[src/rtl/loteria_entrada_if.sv]
// Keypad-side and checker-side signal bundle of the ticket-entry sequencer.
// master: keypad/checker environment; slave: loteria_entrada.
interface loteria_entrada_if;
  logic [3:0] tecla;
  logic       tecla_valida;
  logic       confirma;
  logic       cancela;
  logic [3:0] numero;
  logic       insere;
  logic       fim_jogo;
  logic       fim;
  logic [2:0] jogos;
  logic       ocupado;
  logic       erro;

  modport master (
    output tecla, tecla_valida, confirma, cancela,
    input  numero, insere, fim_jogo, fim, jogos, ocupado, erro
  );

  modport slave (
    input  tecla, tecla_valida, confirma, cancela,
    output numero, insere, fim_jogo, fim, jogos, ocupado, erro
  );
endinterface

[src/rtl/loteria_entrada.sv]
// Ticket-entry sequencer: buffers keypad digits, replays them to the lottery checker.
// Optional: define LOTERIA_CHECA_DIGITO_EN to reject keypad values 10..15.
module loteria_entrada #(
  parameter int DIGITOS   = 5,
  parameter int MAX_JOGOS = 5,
  parameter int GAP       = 1
) (
  input  logic               clock,
  input  logic               reset,
  loteria_entrada_if.slave   bus_io
);

  localparam int IDX_W = $clog2(DIGITOS + 1);
  localparam int BUF_N = 1 << IDX_W;
  localparam logic [IDX_W-1:0] ULTIMO    = IDX_W'(DIGITOS);
  localparam logic [1:0]       GAP_FIM   = 2'(GAP - 1);
  localparam logic [2:0]       JOGOS_MAX = 3'(MAX_JOGOS);
  localparam bit               TEM_GAP   = (GAP > 0);

  typedef enum logic [2:0] {
    COLETA    = 3'd0,
    ENVIA     = 3'd1,
    INTERVALO = 3'd2,
    FECHA     = 3'd3,
    ENCERRADO = 3'd4
  } estado_t;

  estado_t          estado_q, estado_d;
  logic [IDX_W-1:0] wr_idx_q, wr_idx_d;
  logic [IDX_W-1:0] rd_idx_q, rd_idx_d;
  logic [1:0]       gap_cnt_q, gap_cnt_d;
  logic [2:0]       jogos_q, jogos_d;
  logic [3:0]       numero_q, numero_d;
  logic             insere_q, insere_d;
  logic             fim_jogo_q, fim_jogo_d;
  logic             fim_q, fim_d;
  logic             ocupado_q, ocupado_d;
  logic             erro_q, erro_d;

  logic [3:0]       buf_q [BUF_N];
  logic             buf_we_s;
  logic             strobe_s;
  logic             digito_ilegal_s;

  assign strobe_s = bus_io.tecla_valida | bus_io.confirma | bus_io.cancela;

`ifdef LOTERIA_CHECA_DIGITO_EN
  assign digito_ilegal_s = (bus_io.tecla > 4'd9);
`else
  assign digito_ilegal_s = 1'b0;
`endif

  // Next-state, buffer pointers and registered-output next values
  always_comb begin
    estado_d  = estado_q;
    wr_idx_d  = wr_idx_q;
    rd_idx_d  = rd_idx_q;
    gap_cnt_d = gap_cnt_q;
    jogos_d   = jogos_q;
    numero_d  = numero_q;
    erro_d    = 1'b0;
    buf_we_s  = 1'b0;

    case (estado_q)
      COLETA: begin
        if (bus_io.cancela) begin
          wr_idx_d = '0;
        end else if (bus_io.confirma) begin
          if (wr_idx_q == ULTIMO) begin
            estado_d = ENVIA;
            rd_idx_d = '0;
          end else begin
            erro_d = 1'b1;
          end
        end else if (bus_io.tecla_valida) begin
          if ((wr_idx_q != ULTIMO) && !digito_ilegal_s) begin
            buf_we_s = 1'b1;
            wr_idx_d = wr_idx_q + IDX_W'(1);
          end else begin
            erro_d = 1'b1;
          end
        end else begin
          estado_d = COLETA;
        end
      end
      ENVIA: begin
        erro_d = strobe_s;
        if (TEM_GAP) begin
          estado_d  = INTERVALO;
          gap_cnt_d = 2'd0;
        end else if (rd_idx_q == ULTIMO) begin
          estado_d = FECHA;
        end else begin
          estado_d = ENVIA;
        end
      end
      INTERVALO: begin
        erro_d = strobe_s;
        if (gap_cnt_q == GAP_FIM) begin
          if (rd_idx_q == ULTIMO) begin
            estado_d = FECHA;
          end else begin
            estado_d = ENVIA;
          end
        end else begin
          gap_cnt_d = gap_cnt_q + 2'd1;
        end
      end
      FECHA: begin
        erro_d   = strobe_s;
        wr_idx_d = '0;
        if (jogos_q == JOGOS_MAX) begin
          estado_d = ENCERRADO;
        end else begin
          estado_d = COLETA;
        end
      end
      ENCERRADO: begin
        estado_d = ENCERRADO;
      end
      default: begin
        estado_d = COLETA;
      end
    endcase

    // Digits are fetched on entry to ENVIA so numero/insere leave a register together
    if (estado_d == ENVIA) begin
      numero_d = buf_q[rd_idx_d];
      rd_idx_d = rd_idx_d + IDX_W'(1);
    end else begin
      numero_d = numero_d;
    end

    if (estado_d == FECHA) begin
      jogos_d = jogos_q + 3'd1;
    end else begin
      jogos_d = jogos_d;
    end
  end

  assign insere_d   = (estado_d == ENVIA);
  assign fim_jogo_d = (estado_d == FECHA);
  assign fim_d      = (estado_d == ENCERRADO);
  assign ocupado_d  = (estado_d == ENVIA) || (estado_d == INTERVALO) || (estado_d == FECHA);

  // State, pointers and output registers
  always_ff @(posedge clock or posedge reset) begin
    if (reset) begin
      estado_q   <= COLETA;
      wr_idx_q   <= '0;
      rd_idx_q   <= '0;
      gap_cnt_q  <= 2'd0;
      jogos_q    <= 3'd0;
      numero_q   <= 4'd0;
      insere_q   <= 1'b0;
      fim_jogo_q <= 1'b0;
      fim_q      <= 1'b0;
      ocupado_q  <= 1'b0;
      erro_q     <= 1'b0;
    end else begin
      estado_q   <= estado_d;
      wr_idx_q   <= wr_idx_d;
      rd_idx_q   <= rd_idx_d;
      gap_cnt_q  <= gap_cnt_d;
      jogos_q    <= jogos_d;
      numero_q   <= numero_d;
      insere_q   <= insere_d;
      fim_jogo_q <= fim_jogo_d;
      fim_q      <= fim_d;
      ocupado_q  <= ocupado_d;
      erro_q     <= erro_d;
    end
  end

  // Ticket storage; contents are don't-care until written, so no reset
  always_ff @(posedge clock) begin
    if (buf_we_s) begin
      buf_q[wr_idx_q] <= bus_io.tecla;
    end
  end

  assign bus_io.numero   = numero_q;
  assign bus_io.insere   = insere_q;
  assign bus_io.fim_jogo = fim_jogo_q;
  assign bus_io.fim      = fim_q;
  assign bus_io.jogos    = jogos_q;
  assign bus_io.ocupado  = ocupado_q;
  assign bus_io.erro     = erro_q;

endmodule

[src/flat_wrapper.sv]
// flat-port wrapper written by rule: the top's interface ports become plain ports
module loteria_entrada_flat 
#(
  parameter int DIGITOS   = 5,
  parameter int MAX_JOGOS = 5,
  parameter int GAP       = 1
)
  (clock, reset, bus_io_tecla, bus_io_tecla_valida, bus_io_confirma, bus_io_cancela, bus_io_numero, bus_io_insere, bus_io_fim_jogo, bus_io_fim, bus_io_jogos, bus_io_ocupado, bus_io_erro);
  loteria_entrada_if bus_io_i ();
  input  logic clock;
  input  logic reset;
  input wire logic [$bits(bus_io_i.tecla)-1:0] bus_io_tecla;
  input wire logic [$bits(bus_io_i.tecla_valida)-1:0] bus_io_tecla_valida;
  input wire logic [$bits(bus_io_i.confirma)-1:0] bus_io_confirma;
  input wire logic [$bits(bus_io_i.cancela)-1:0] bus_io_cancela;
  output wire logic [$bits(bus_io_i.numero)-1:0] bus_io_numero;
  output wire logic [$bits(bus_io_i.insere)-1:0] bus_io_insere;
  output wire logic [$bits(bus_io_i.fim_jogo)-1:0] bus_io_fim_jogo;
  output wire logic [$bits(bus_io_i.fim)-1:0] bus_io_fim;
  output wire logic [$bits(bus_io_i.jogos)-1:0] bus_io_jogos;
  output wire logic [$bits(bus_io_i.ocupado)-1:0] bus_io_ocupado;
  output wire logic [$bits(bus_io_i.erro)-1:0] bus_io_erro;
  assign bus_io_i.tecla = bus_io_tecla;
  assign bus_io_i.tecla_valida = bus_io_tecla_valida;
  assign bus_io_i.confirma = bus_io_confirma;
  assign bus_io_i.cancela = bus_io_cancela;
  assign bus_io_numero = bus_io_i.numero;
  assign bus_io_insere = bus_io_i.insere;
  assign bus_io_fim_jogo = bus_io_i.fim_jogo;
  assign bus_io_fim = bus_io_i.fim;
  assign bus_io_jogos = bus_io_i.jogos;
  assign bus_io_ocupado = bus_io_i.ocupado;
  assign bus_io_erro = bus_io_i.erro;
  loteria_entrada #(.DIGITOS(DIGITOS), .MAX_JOGOS(MAX_JOGOS), .GAP(GAP)) u_core (.clock(clock), .reset(reset), .bus_io(bus_io_i));
endmodule
[config.mk]
export PLATFORM = sky130hd
export DESIGN_NAME = loteria_entrada_flat
export DESIGN_NICKNAME = d
export VERILOG_FILES = /design/src/rtl/loteria_entrada_if.sv /design/src/rtl/loteria_entrada.sv /design/src/flat_wrapper.sv
export SDC_FILE = /design/constraint.sdc
export NUM_CORES = 1
export LEC_CHECK = 0
export ABC_AREA = 1
export BUFFER_PORTS_ARGS = -buffer_cell sky130_fd_sc_hd__buf_2
export CORE_MARGIN = 2
export CORE_UTILIZATION = 30
export CTS_BUF_LIST = sky130_fd_sc_hd__clkbuf_8
export CTS_CLUSTER_SIZE = 14
export DETAILED_ROUTE_END_ITERATION = 10
export GPL_TIMING_DRIVEN = 1
export PLACE_DENSITY = 0.48
export SLEW_MARGIN = 20
export SYNTH_ARGS = -nofsm -noshare
export SYNTH_HDL_FRONTEND = slang
export SYNTH_SLANG_ARGS = --single-unit
[constraint.sdc]
create_clock -name clock -period 2.47 [get_ports clock]
set_input_delay 0.3705 -clock clock [delete_from_list [all_inputs] [get_ports clock]]
set_output_delay 0.3705 -clock clock [all_outputs]
set_load 0.1 [all_outputs]
# Yosys cells after proc, flatten, opt, wreduce, memory -nomap -nowiden
# Memory sizes are Yosys's and may differ from the RTL's. A register that Yosys moved wholly into a read port is not among the register bits.
# Cells that the tools add are included.
[classes]
n_shift = 0
div_mod_pow = 0
n_mux = 33
eq_ne = 16
n_bitwise = 2
multipliers = 0
n_lt_le_gt_ge = 0
reduce_logical = 9
n_addsub = 4
[ops]
columns = ["cell", "count"]
rows = [
  ["$mux W3", 15],
  ["$eq A3 B3 Y1 const B", 5],
  ["$pmux W3 S5", 1],
  ["$eq A3 B2 Y1 const B", 4],
  ["$mux W1", 12],
  ["$add A3 B1 Y3 const B", 3],
  ["$ne A3 B3 Y1 const B", 3],
  ["$eq A3 B1 Y1 const B", 2],
  ["$pmux W3 S2", 1],
  ["$mux W2", 2],
  ["$pmux W2 S2", 1],
  ["$reduce_and A4 Y1", 1],
  ["$reduce_bool A2 Y1", 2],
  ["$logic_not A3 Y1", 1],
  ["$ne A3 B2 Y1 const B", 1],
  ["$reduce_or A3 Y1", 1],
  ["$add A2 B1 Y2 const B", 1],
  ["$logic_not A2 Y1", 1],
  ["$logic_or A1 B1 Y1", 2],
  ["$ne A2 B2 Y1 const B", 1],
  ["$or A1 B1 Y1", 2],
  ["$pmux W1 S2", 1],
  ["$reduce_and A2 Y1", 1],
]
[word_totals]
output_inout_bits = 12
register_bits = 19
romBits = 0
latchBits = 0
memories = 1
in_bits = 9
ramBits = 32
elab_cells = 75
[memory_table]
columns = ["name", "words", "width", "rd", "rd_ports_with_merged_regs", "wr", "line_no", "text"]
rows = [
  ["u_core.buf_q", 8, 4, 1, 1, 1, "loteria_entrada.sv:40", "logic [3:0] buf_q [BUF_N];"],
]

# Depth between registers and ports, before layout
[logic_depth]
depth_word = 8
mapped_depth = 11
ltp_nobuf = 11

# Worst setup path before layout
# No wires, ideal clock.
[synth_path]
path_type = "flip-flop to flip-flop"
start = "reg u_core.wr_idx_q[1]"
end = "mem u_core.buf_q[0][0], enable pin"
arrival_time_ps = 1651
required_ps = 2109
period_less_slack_ps = 2012
stages_incl_launch_ff = 9
path_buffers = 0
path_slack_ps = 458
setup_time_ps = 361
cell_sequence = "dfrtp_1 > inv_1 > ha_1 > nand2_1 > nand3_1 > or2_2 > inv_1 > nand2_1 > nor3_1"
[synth_between]
elab_chain_cells = 8
[synth_lines]
columns = ["item", "line_no", "text"]
rows = [
  ["start: declaration", "loteria_entrada.sv:29", "logic [IDX_W-1:0] wr_idx_q, wr_idx_d;"],
  ["start signal: assignment", "loteria_entrada.sv:162", "wr_idx_q <= wr_idx_d;"],
  ["$ne A3 B3 Y1", "loteria_entrada.sv:76", "if ((wr_idx_q != ULTIMO) && !digito_ilegal_s) begin"],
  ["$mux W1", "loteria_entrada.sv:76", ""],
  ["$mux W1", "loteria_entrada.sv:75", "end else if (bus_io.tecla_valida) begin"],
  ["$mux W1", "loteria_entrada.sv:68", "end else if (bus_io.confirma) begin"],
  ["$mux W1", "loteria_entrada.sv:66", "if (bus_io.cancela) begin"],
  ["$mux W1", "loteria_entrada.sv:64", "case (estado_q)"],
  ["$mux W1", "loteria_entrada.sv:177", "if (buf_we_s) begin"],
  ["$mux W1 (not written as such)", "loteria_entrada.sv:178", "buf_q[wr_idx_q] <= bus_io.tecla;"],
  ["end: declaration", "loteria_entrada.sv:40", ""],
]
# Several ways; a longest one is shown, not always the timed one.

# Final worst setup path
[layout_path]
start = "reg u_core.wr_idx_q[1]"
end = "mem u_core.buf_q[7][0], enable pin"
# The elaborated chain is that of the path after synthesis.

==> impl_metrics.ini <==
[clock_network]
cts_resized = 0
clock-sinks = 55
cts.path.max_buffers = 2
clkTransAtPathRegs_ns = 0.10
cts_setup_buffers = 0
clk_latency_ns = 0.32
numCtsBuffers = 5
holdBufCountCts = 0
cts_tree = built
h-tree-depth = 2
clock-root-buffer = clkbuf_8

[route]
via_count = 1676
ant_nets = 0
wl_per_cell_um = 13.01
vias_per_cell = 4.411
wirelength_mm = 4.943
drcViolationCount = 0
drt_pass1_iterations = 4
drt_iter0_markers = 45

[synth]
synth-edff-count = 32
synthDistinctLibCells = 29
async_flop_share_pct = 41.82
synth.most_common_cell = inv_1
yosys.area.top_type_share_pct = 36.96
synth_area_leaders = edfxtp_1, dfrtp_1, nand3_1, inv_1, nand2_1
yosys_warnings = 0
synthCells = 243
syn_nets = 258
synth_ff_type = edfxtp_1
synth.avg_cell_area_sq_um = 10.70
synth_common_cells = inv_1, nand3_1, nand2_1
synth.largest_area_cell = edfxtp_1
synth-seq-area-share_pct = 59.10
ys_ff_latch = 55
syn_area_sq_um = 2600

[global_routing]
grt_pass1_wl_mm = 8.445
first_global_vias = 1661
antenna_found_initial = 0
grt_max_degree = 24
overflow = 0
grt_usage_pct = 11.37

[floorplan]
top_level_ports = 21
start_util_pct = 31.33
dieWidth_um = 97.10
coreArea_sq_um = 8299
num_rows = 33
die_height_um = 97.10
die-area_sq_um = 9427

[timing]
setup-violations-final = 0
rsz0062_at_grt = false
min_period_ns = 2.231
worstMarginPinSlew_ns = 0.5318
slew_headroom_pct = 64.27
max_freq_mhz = 448.2
tns_ns = 0
hold_viol_final = 0
slew_violations = 0
finalCritPeriodShare_pct = 90.34
clock_skew_ns = 0.01523

[setup_path]
critPathKind = register to register
cp.required_ns = 2.42
worst_setup_path_end_kind = register
critPathMaxFanout = 6
rrSetupSlack_ns = 0.24
cp.arrival_ns = 2.18
start_kind = register

[min_path]
hold_path_class = primary input to async pin

[final_layout]
area_growth_pct = 13.62
layout.nets = 289
fin_cells = 380
diodes = 0
drive_above_1_share_pct = 22.91
fill_cells = 835

[place]
dp_cells = 372
portBuffers = 20
gp_congestion = 0.7281
place_hpwl_mm = 3.641

[outcome]
run_status = completed

[power_and_ir_drop]
power_density_nw_per_um2 = 1112
p_leak_nw = 1.344
ir_worst_vdd_uv = 337.6

[run]
drv_cap = 0
[cells by family after synthesis]
kind of cell | share of synthesized area [%]
buffers and inverters | 8.469
AOI/OAI and AO/OA | 4.812
and+or+nand+nor | 23.05
DFF | 59.10
adders and majority gates | 2.887
xor gates and xnor gates | 1.685
[layout by cell type (no fill, tap or decap), drive strengths merged, types with 2 or more instances in the layout]
master / instances
inv: 47
nand3: 41
nand2: 37
edfxtp: 32
buf: 29
dfrtp: 23
nor2: 13
o21ai: 12
nor3: 9
ha: 6
or2: 5
clkbuf: 5
o2111ai: 4
xor2: 3
xnor2: 2
clkinv: 2
nand4: 2
[sequential cells by signal, summed over array words and instances, names as in the netlist]
name and flops:
u_core.bus_io.ocupado 1, u_core.wr_idx_q 3, u_core.bus_io.numero 4, u_core.buf_q 32
u_core.bus_io.erro 1, u_core.bus_io.fim 1, u_core.bus_io.jogos 3, u_core.gap_cnt_q 2
u_core.bus_io.fim_jogo 1, u_core.bus_io.insere 1, u_core.estado_q 3, u_core.rd_idx_q 3
[power breakdown]
| group | internal, mW | switching, mW | total (mW) |
|---|---|---|---|
| clock | 0.211 | 0.323 | 0.534 |
| sequential | 1.11 | 0.112 | 1.22 |
| combinational | 0.370 | 1.16 | 1.53 |
[cell type report]
type,instances,area (sq um),share of cell area (%)
multi-input cells,137,843.3,28.55
clock buffers,5,68.82,2.330
flip-flops and latches,55,1536,52.01
well taps,105,131.4,4.447
repair buffers,29,167.7,5.676
clock inverters,3,28.78,0.9742
inverters,46,177.7,6.014
[per-layer routing]
metal  share of wire [%]  routed length [um]  global-route usage [%]  vias up
li1                    -                   -                       -      869
met5                   0                   0                       0        -
met4                 1.3                  66                   3.575        0
met1                  50                2476                   15.56      779
met2                  46                2259                   17.79       22
met3                 2.9                 142                   2.878        6
[critical path, cell delays in order, from the launching register on]
cell and delay [ns]:
dfrtp_1 0.43, inv_1 0.13, ha_1 0.26, nand2_1 0.08
nand3_1 0.08, or2_2 0.30, inv_1 0.07, nand2_1 0.09
nor3_1 0.43
[metrics by stage]
| step | hold slack (ns) | power, mW | setup slack [ns] | utilization, % | area (sq um) |
|---|---|---|---|---|---|
| global route | 0.1071 | 3.508 | 0.05307 | 35.59 | 2954 |
| CTS | 0.08458 | 3.324 | 0.2286 | 35.59 | 2954 |
| global placement | 0.4315 | 2.775 | 0.3061 | 34.42 | 2856 |
| finish | 0.08071 | 3.284 | 0.2387 | 35.59 | 2954 |
| detailed placement | 0.4310 | 2.784 | 0.2381 | 34.42 | 2856 |
| floorplan | 0.3724 | 2.500 | 0.4582 | - | 2600 |
[worst paths after layout]
path	from	to	cells after the start
hold reg to reg	u_core.bus_io.numero[3]	u_core.bus_io.numero[3]	2
setup reg to reg	u_core.wr_idx_q[1]	u_core.buf_q[7][0]	8
hold / removal	reset	u_core.bus_io.ocupado	3
max in group asynchronous	reset	u_core.wr_idx_q[1]	3
min in group clock	bus_io_tecla[2]	u_core.buf_q[2][2]	1
setup / recovery	u_core.wr_idx_q[1]	u_core.buf_q[7][0]	8
(Power assumes the default switching activity.)
